## src/rtl/ser_rx_ctrl_pkg.sv

```systemverilog
// Shared definitions for the serial receive controller: frame FSM encoding,
// word width and divider range.
package ser_rx_ctrl_pkg;

  localparam int NBITS       = 16;
  localparam int BIT_CNT_W   = $clog2(NBITS);
  localparam int CLK_DIV_MIN = 1;
  localparam int CLK_DIV_MAX = 255;
  localparam int DIV_CNT_W   = $clog2(CLK_DIV_MAX + 1);

  typedef enum logic [2:0] {
    ST_IDLE  = 3'd0,
    ST_LEAD  = 3'd1,
    ST_SHIFT = 3'd2,
    ST_TRAIL = 3'd3,
    ST_GAP   = 3'd4
  } state_t;

  // The serial clock only runs while a frame is on the wire.
  function automatic logic div_active(input state_t s);
    return (s == ST_LEAD) || (s == ST_SHIFT) || (s == ST_TRAIL);
  endfunction

endpackage

```

## src/rtl/ser_rx_ctrl_sclk_div.sv

```systemverilog
// Clock divider: double-rate serial clock, its one-clk delayed copy and the
// half-rate link clock. Held at zero whenever the enable is low.
module ser_rx_ctrl_sclk_div
  import ser_rx_ctrl_pkg::*;
#(
  parameter int CLK_DIV = 4
) (
  input  logic clk,
  input  logic i_async_rst,
  input  logic i_sync_rst,
  input  logic i_en,
  output logic o_dbl_sclk,
  output logic o_dbl_sclk_d,
  output logic o_sclk_out
);

  localparam logic [DIV_CNT_W-1:0] DIV_LAST = DIV_CNT_W'(CLK_DIV - 1);

  logic [DIV_CNT_W-1:0] r_div_cnt;
  logic                 r_dbl_sclk;
  logic                 r_dbl_sclk_d;
  logic                 r_sclk_out;

  // NOTE: sequential state uses non-blocking assignments so every register
  // samples pre-edge values; blocking here would chain r_dbl_sclk_d onto
  // the freshly toggled r_dbl_sclk within one edge.
  always_ff @(posedge clk or posedge i_async_rst) begin
    if (i_async_rst) begin
      r_div_cnt    <= '0;
      r_dbl_sclk   <= 1'b0;
      r_dbl_sclk_d <= 1'b0;
      r_sclk_out   <= 1'b0;
    end else if (i_sync_rst) begin
      r_div_cnt    <= '0;
      r_dbl_sclk   <= 1'b0;
      r_dbl_sclk_d <= 1'b0;
      r_sclk_out   <= 1'b0;
    end else begin
      r_dbl_sclk_d <= r_dbl_sclk;
      if (!i_en) begin
        r_div_cnt  <= '0;
        r_dbl_sclk <= 1'b0;
        r_sclk_out <= 1'b0;
      end else if (r_div_cnt == DIV_LAST) begin
        r_div_cnt  <= '0;
        r_dbl_sclk <= ~r_dbl_sclk;
        // Link clock advances only on the rising toggle of dbl_sclk.
        if (!r_dbl_sclk) r_sclk_out <= ~r_sclk_out;
      end else begin
        r_div_cnt <= r_div_cnt + 1'b1;
      end
    end
  end

  assign o_dbl_sclk   = r_dbl_sclk;
  assign o_dbl_sclk_d = r_dbl_sclk_d;
  assign o_sclk_out   = r_sclk_out;

endmodule

```

## src/rtl/ser_rx_ctrl.sv

```systemverilog
// Frame timing controller for the serial-to-parallel converter: drives the
// link clock and select, synchronises the data pin and frames NBITS bits.
module ser_rx_ctrl
  import ser_rx_ctrl_pkg::*;
#(
  parameter int CLK_DIV = 4,
  parameter int GAP_CYC = 8
) (
  input  logic clk,
  input  logic async_rst,
  input  logic sync_rst,
  input  logic start,
  input  logic ser_din,
  output logic sclk_out,
  output logic cs_n,
  output logic dbl_sclk,
  output logic dbl_sclk_d,
  output logic ser2par_en,
  output logic ser_in,
  output logic busy,
  output logic done
);

  localparam int                   GAP_W    = (GAP_CYC > 1) ? $clog2(GAP_CYC) : 1;
  localparam logic [GAP_W-1:0]     GAP_LAST = GAP_W'(GAP_CYC - 1);
  localparam logic [BIT_CNT_W-1:0] BIT_LAST = BIT_CNT_W'(NBITS - 1);

  state_t                r_state;
  state_t                w_state_nxt;
  logic [BIT_CNT_W-1:0]  r_bit_cnt;
  logic [GAP_W-1:0]      r_gap_cnt;
  logic                  r_done;
  logic                  r_sync1;
  logic                  r_ser_in;
  logic                  w_fe;
  logic                  w_div_en;

  // Enabling from the next state keeps the divider at zero on the first
  // GAP cycle instead of letting it toggle once more on the way out.
  assign w_div_en = div_active(w_state_nxt);

  ser_rx_ctrl_sclk_div #(
    .CLK_DIV (CLK_DIV)
  ) u_sclk_div (
    .clk          (clk),
    .i_async_rst  (async_rst),
    .i_sync_rst   (sync_rst),
    .i_en         (w_div_en),
    .o_dbl_sclk   (dbl_sclk),
    .o_dbl_sclk_d (dbl_sclk_d),
    .o_sclk_out   (sclk_out)
  );

  assign w_fe = !dbl_sclk && dbl_sclk_d;

  // NOTE: every signal written here gets a default first; a path that
  // leaves one unassigned would infer a latch.
  always_comb begin
    w_state_nxt = r_state;
    cs_n        = 1'b0;
    ser2par_en  = 1'b0;
    busy        = 1'b1;
    case (r_state)
      ST_IDLE: begin
        cs_n = 1'b1;
        busy = 1'b0;
        if (start) w_state_nxt = ST_LEAD;
      end
      ST_LEAD:  if (w_fe) w_state_nxt = ST_SHIFT;
      ST_SHIFT: begin
        ser2par_en = 1'b1;
        if (w_fe && (r_bit_cnt == BIT_LAST)) w_state_nxt = ST_TRAIL;
      end
      ST_TRAIL: if (w_fe) w_state_nxt = ST_GAP;
      ST_GAP: begin
        cs_n = 1'b1;
        if (r_gap_cnt == GAP_LAST) w_state_nxt = ST_IDLE;
      end
      default: w_state_nxt = ST_IDLE;
    endcase
  end

  // NOTE: sync_rst is tested before any other input so it overrides start
  // and aborts a frame in flight without a done pulse.
  always_ff @(posedge clk or posedge async_rst) begin
    if (async_rst) begin
      r_state   <= ST_IDLE;
      r_bit_cnt <= '0;
      r_gap_cnt <= '0;
      r_done    <= 1'b0;
    end else if (sync_rst) begin
      r_state   <= ST_IDLE;
      r_bit_cnt <= '0;
      r_gap_cnt <= '0;
      r_done    <= 1'b0;
    end else begin
      r_state <= w_state_nxt;
      r_done  <= (r_state == ST_TRAIL) && w_fe;
      if ((r_state == ST_SHIFT) && w_fe)
        r_bit_cnt <= (r_bit_cnt == BIT_LAST) ? '0 : r_bit_cnt + 1'b1;
      if (r_state == ST_GAP)
        r_gap_cnt <= (r_gap_cnt == GAP_LAST) ? '0 : r_gap_cnt + 1'b1;
      else
        r_gap_cnt <= '0;
    end
  end

  always_ff @(posedge clk or posedge async_rst) begin
    if (async_rst) begin
      r_sync1  <= 1'b0;
      r_ser_in <= 1'b0;
    end else if (sync_rst) begin
      r_sync1  <= 1'b0;
      r_ser_in <= 1'b0;
    end else begin
      r_sync1  <= ser_din;
      r_ser_in <= r_sync1;
    end
  end

  assign ser_in = r_ser_in;
  assign done   = r_done;

endmodule

```

## config.mk

```make
export PLATFORM = sky130hd
export DESIGN_NAME = ser_rx_ctrl
export DESIGN_NICKNAME = d
export VERILOG_FILES = /design/src/rtl/ser_rx_ctrl_pkg.sv /design/src/rtl/ser_rx_ctrl_sclk_div.sv /design/src/rtl/ser_rx_ctrl.sv
export SDC_FILE = /design/constraint.sdc
export NUM_CORES = 1
export LEC_CHECK = 0
export ABC_CLOCK_PERIOD_IN_PS = 2200
export CAP_MARGIN = 20
export CORE_ASPECT_RATIO = 1.1
export CORE_MARGIN = 5
export CORE_UTILIZATION = 40
export DETAILED_ROUTE_END_ITERATION = 16
export PLACE_DENSITY_LB_ADDON = 0.12
export SLEW_MARGIN = 30
export SYNTH_ARGS = -nofsm -noshare
export SYNTH_HDL_FRONTEND = slang
export SYNTH_SLANG_ARGS = --single-unit
```

## constraint.sdc

```tcl
create_clock -name clk -period 2.2 [get_ports clk]
set_input_delay 0.33 -clock clk [delete_from_list [all_inputs] [get_ports clk]]
set_output_delay 0.33 -clock clk [all_outputs]
set_load 0.01 [all_outputs]
```

After elaboration in Yosys (flattened, before gate mapping)
Cells that the tools add are included.

Add/subtract/negate cells: 3. Eq/ne operators: 12. Multiplexer cells: 30. Bitwise logic cells: 2. Reduce and logical (&&, ||, !) cells: 11.

Operators by type and width (count): 3-bit two-way mux (9); 8-bit two-way mux (3); 3-bit one-hot mux with 5 select lines (1); 1-bit two-way mux (14); 3-bit by 2-bit equality test with 1-bit output, second input constant (4); 4-bit two-way mux (3); 8-bit by 1-bit adder with 8-bit output, second input constant (1); 8-bit by 2-bit equality test with 1-bit output, second input constant (1); 3-bit by 1-bit equality test with 1-bit output, second input constant (2); 3-bit equality test, second input constant (2); 3-bit != test, second input constant (2); 4-bit by 1-bit adder with 4-bit output, second input constant (1); 4-bit equality test, second input constant (1); 1-bit logical AND (4); 3-bit by 1-bit adder with 3-bit output, second input constant (1); 3-bit zero test (1); 1-bit logical OR (2); 1-bit inverter (2); 2-bit AND reduction (1); 2-bit nonzero test (1); 2-bit OR reduction (1); 1-bit zero test (1).

Flip-flop bits (word level): 24. Output and inout bits: 8. Logic and storage cells: 68.

Logic depth before layout (Yosys ltp)
Depth after elaboration: 10. Depth in mapped cells: 5. Mapped depth without buffers: 5.

Cells and area by module
A second synthesis with hierarchy kept.

Cell total of the unflattened synthesis: 111. Area, all modules: 1152.4 µm².

By module, submodules not included: ser_rx_ctrl (instances 1, cells an instance 63, area each 656.9 µm²); ser_rx_ctrl_sclk_div (instances 1, cells an instance 48, area each 495.5 µm²).

Worst setup path after synthesis
Ideal clock, no wire load.

Path type: reg2reg. Start point: register u_sclk_div.r_div_cnt[6]. End point: register u_sclk_div.r_sclk_out, in the netlist u_sclk_div.o_sclk_out. Data arrival time: 1.590 ns. Slack: 0.474 ns. Cell stages (with the launch flop): 5. Clock period less this slack: 1.726 ns. Cell sequence: dfrtp_1 or4_4 or4_4 xor2_1 nor2_2.

Cells in the longest elaborated chain, start to end: 3.

RTL lines: start, declared (RTL line ser_rx_ctrl_sclk_div.sv:19) `logic [DIV_CNT_W-1:0] r_div_cnt;`; start signal, assigned (RTL line ser_rx_ctrl_sclk_div.sv:50) `r_div_cnt <= r_div_cnt + 1'b1;`; 8-bit by 2-bit equality test with 1-bit output (RTL line ser_rx_ctrl_sclk_div.sv:44) `end else if (r_div_cnt == DIV_LAST) begin`; 3-bit != test (no line); 2-bit AND reduction (no line); end signal, assigned (RTL line ser_rx_ctrl_sclk_div.sv:48) `if (!r_dbl_sclk) r_sclk_out <= ~r_sclk_out;`; end, declared (RTL line ser_rx_ctrl_sclk_div.sv:22) `logic r_sclk_out;`.

No other way between the ends. A chain may end at the register's enable or synchronous reset.

Final worst setup path
Start point: register r_state[0]. End point: output port ser2par_en.

Cells in the longest elaborated chain, start to end: 2.

RTL lines: start, declared (RTL line ser_rx_ctrl.sv:28) `state_t r_state;`; start signal, assigned (RTL line ser_rx_ctrl.sv:97) `r_state <= w_state_nxt;`; 3-bit by 2-bit equality test with 1-bit output (RTL line ser_rx_ctrl.sv:63) `case (r_state)`; 1-bit two-way mux (RTL line ser_rx_ctrl.sv:63); end, declared (RTL line ser_rx_ctrl.sv:18) `output logic ser2par_en,`.

No other way between the ends.

==> results.py <==
metrics = {
    "status": {
        "status": "finished, final reports clean",
    },
    "clocking": {
        "postCtsSetupRepairBufs": 0,
        "cts.path.max_buffers": 2,
        "cts_root_buffer": "clkbuf_4",
        "htree_levels": 1,
        "cts_resized": 0,
        "cts_sinks": 24,
        "cts_tree": "done",
        "cts_hold_buf": 0,
        "numCtsBuffers": 3,
        "cts.clk_slew.worst_paths_ns": 0.12,
        "clk_latency_ns": 0.30,
    },
    "pwr": {
        "leakagePower_nw": 0.615,
        "peakVddDrop_mv": 0.290,
        "p_per_area_mw_per_mm2": 543,
    },
    "synthesis": {
        "synth_fa_ha_area_frac": 0.0456,
        "avgSynthCellArea_sq_um": 10.6,
        "synth-seq-cells": 24,
        "synth_edf_count": 0,
        "yosysWarnings": 0,
        "synth_nets": 113,
        "synth-xor-area-share": 0.0718,
        "synth-simple-area-share": 0.257,
        "syn_inst": 104,
        "synth.distinct_cells": 25,
        "synthMuxAreaShare": 0,
        "async_flop_share": 1.00,
        "synth_area_sq_mm": 0.00110,
        "synth_top_family_by_area": "simple AND/OR/NAND/NOR gates",
        "yosysSeqAreaShare": 0.547,
        "synth_compound_area_frac": 0.0581,
        "synth_ff_type": "dfrtp_1",
    },
    "timing": {
        "worstMarginPinSlew_ns": 0.447,
        "setup_viol": 0,
        "fin_crit_ns": 2.06,
        "timing.final.crit_share": 0.938,
        "fin_skew_ns": 0.00313,
        "fin_setup_tns_ns": 0,
        "rsz0062_at_grt": "false",
        "setup_slack_ns": 0.136,
        "slew_violations": 0,
        "slew_headroom": 0.698,
        "fmax_ghz": 0.484,
        "hold_viol_final": 0,
    },
    "worst_setup_path": {
        "cp.required_ns": 1.87,
        "reg2reg_to": "u_sclk_div.r_div_cnt[5]",
        "worst_path_max_delay_cell": "clkdlybuf4s50_1",
        "slowest_delay_ns": 0.60,
        "critical_path.max_fanout": 9,
        "critPathCaptureType": "output port",
        "crit_family": "buffers and inverters",
        "worstRegToRegCells": 4,
        "start_kind": "register",
        "path_cells": "nor3b_2 > clkdlybuf4s50_1",
        "worst-path-buf-inv": 1,
        "r2r_slack_ns": 0.42,
        "cp_data_arrival_time_ns": 1.73,
        "worst-setup-path-type": "reg2out",
        "r2r_start": "u_sclk_div.r_div_cnt[6]",
    },
    "routing": {
        "drtIter0Drc": 24,
        "drtAntennaViolNets": 0,
        "dr_total_vias": 784,
        "vias_per_cell": 5.19,
        "route.detailed.drc": 0,
        "wire_per_inst_microns": 12.4,
        "wl_microns": 1880,
        "first_pass_iters": 4,
    },
    "grt": {
        "grt_pass1_vias": 794,
        "grt_use_total": 0.113,
        "grt_first_pass_wirelength_microns": 3370,
        "antenna_found_initial": 0,
        "grt_max_degree": 25,
        "grt-ovfl-total": 0,
    },
    "final_layout": {
        "syn_to_final_growth_pct": 17.4,
        "nNetsFinal": 129,
        "fillers": 277,
        "num_antenna_cells": 0,
        "multi_input_area_sq_um": 475,
        "seqCellArea_sq_um": 601,
        "drive_above_1_share": 0.0847,
    },
    "die": {
        "die-area_sq_mm": 0.00390,
        "die_x_microns": 60.0,
        "fp-row-count": 20,
        "initial_core_util": 0.406,
        "die_h_microns": 65.0,
        "ios": 13,
        "coreArea_sq_mm": 0.00270,
    },
    "hold_path": {
        "worstHoldPathType": "in2async",
    },
    "place": {
        "gp_congestion": 0.812,
        "portBuffers": 12,
        "dp_hpwl_microns": 1390,
        "preCtsSetupSlack_ns": 0.426,
    },
    "job": {
        "max_cap_violations": 0,
    },
}
==> stage by stage <==
step	power (W)	utilization	instance area (sq um)	instances	hold slack, ns
floorplan	0.000496	-	1100	104	0.345
global placement	0.000526	0.469	1270	148	0.433
detailed placement	0.000526	0.469	1270	148	0.432
CTS	0.000714	0.477	1290	151	0.367
global route	0.000747	0.477	1290	151	0.370
finish	0.000700	0.477	1290	151	0.369
==> final cells by class <==
class                           count  area share
Multi-Input combinational cell     74       0.369
Timing Repair Buffer               15       0.111
Clock buffer                        3      0.0175
Inverter                            2     0.00582
Tap cell                           33      0.0320
Sequential cell                    24       0.466
==> layer usage <==
metal	GRT usage	part of all wire
met1	0.135	0.46
met2	0.189	0.49
met3	0.0279	0.042
met4	0.0443	0.013
met5	0	0
==> flip-flops by register name, summed over array words and instances, names as in the netlist <==
name                     count
done                         1
u_sclk_div.r_div_cnt         8
u_sclk_div.o_dbl_sclk        1
r_sync1                      1
ser_in                       1
r_gap_cnt                    3
r_bit_cnt                    4
r_state                      3
u_sclk_div.o_dbl_sclk_d      1
u_sclk_div.o_sclk_out        1
==> placed cells by master (no fill, tap or decap) <==
| cell type | n |
|---|---|
| a311oi_1 | 1 |
| nor3b_1 | 1 |
| and2_1 | 2 |
| o311ai_1 | 1 |
| a21o_1 | 2 |
| nand2_1 | 5 |
| ha_1 | 4 |
| clkbuf_4 | 3 |
| a21oi_1 | 5 |
| nor3_1 | 3 |
| nor2_1 | 13 |
| buf_4 | 3 |
| nor4b_1 | 1 |
| nor2b_1 | 4 |
| nor2_2 | 1 |
| dfrtp_1 | 24 |
| nand3_1 | 8 |
| and3_1 | 3 |
| clkdlybuf4s50_1 | 12 |
| nand2b_1 | 4 |
| inv_1 | 2 |
| xor2_1 | 9 |
| nand4b_1 | 1 |
| or3_1 | 2 |
| nor3b_2 | 1 |
| or4_4 | 2 |
| a31oi_1 | 1 |
==> logic make-up after synthesis <==
kind of cell | count (synthesis)
and+or+nand+nor | 51
buffers and inverters | 6
DFF | 24
adders and majority gates | 4
xor gates and xnor gates | 9
AOI/OAI and AO/OA | 10
==> power breakdown <==
part	internal [W]	switching (W)
Clock	0.0000638	0.000121
Combinational	0.0000288	0.0000306
Sequential	0.000448	0.00000832
Total	0.000541	0.000160
==> Yosys cell counts, drive strengths merged, types with 3 or more instances <==
library cell | instances | area, sq um
a21oi | 5 | 25.0
and3 | 3 | 18.8
clkbuf | 4 | 15.0
dfrtp | 24 | 601
ha | 4 | 50.1
nand2 | 5 | 18.8
nand2b | 4 | 25.0
nand3 | 8 | 40.0
nor2 | 14 | 55.1
nor2b | 4 | 25.0
nor3 | 3 | 15.0
xor2 | 9 | 78.8
==> worst register-to-register path: stages, from the launching register on <==
cell and delay, ns:
dfrtp_1 0.42, or4_4 0.54, or3_1 0.38, nand2b_1 0.24, nor2_1 0.09
==> worst max-delay path by stage <==
| stage | depth (start not counted) | to | slack (ns) | from |
|---|---|---|---|---|
| 2_1_floorplan | 4 | u_sclk_div.o_sclk_out | 0.47 | u_sclk_div.r_div_cnt[6] |
| 3_3_place_gp | 4 | u_sclk_div.r_div_cnt[4] | 0.45 | u_sclk_div.r_div_cnt[6] |
| 3_5_place_dp | 4 | u_sclk_div.r_div_cnt[5] | 0.43 | u_sclk_div.r_div_cnt[6] |
| 4_1_cts | 2 | ser2par_en | 0.12 | r_state[0] |
| 5_1_grt | 2 | ser2par_en | 0.04 | r_state[0] |
| 6_report | 2 | ser2par_en | 0.14 | r_state[0] |
No activity file was read; power rests on OpenSTA's default activity.
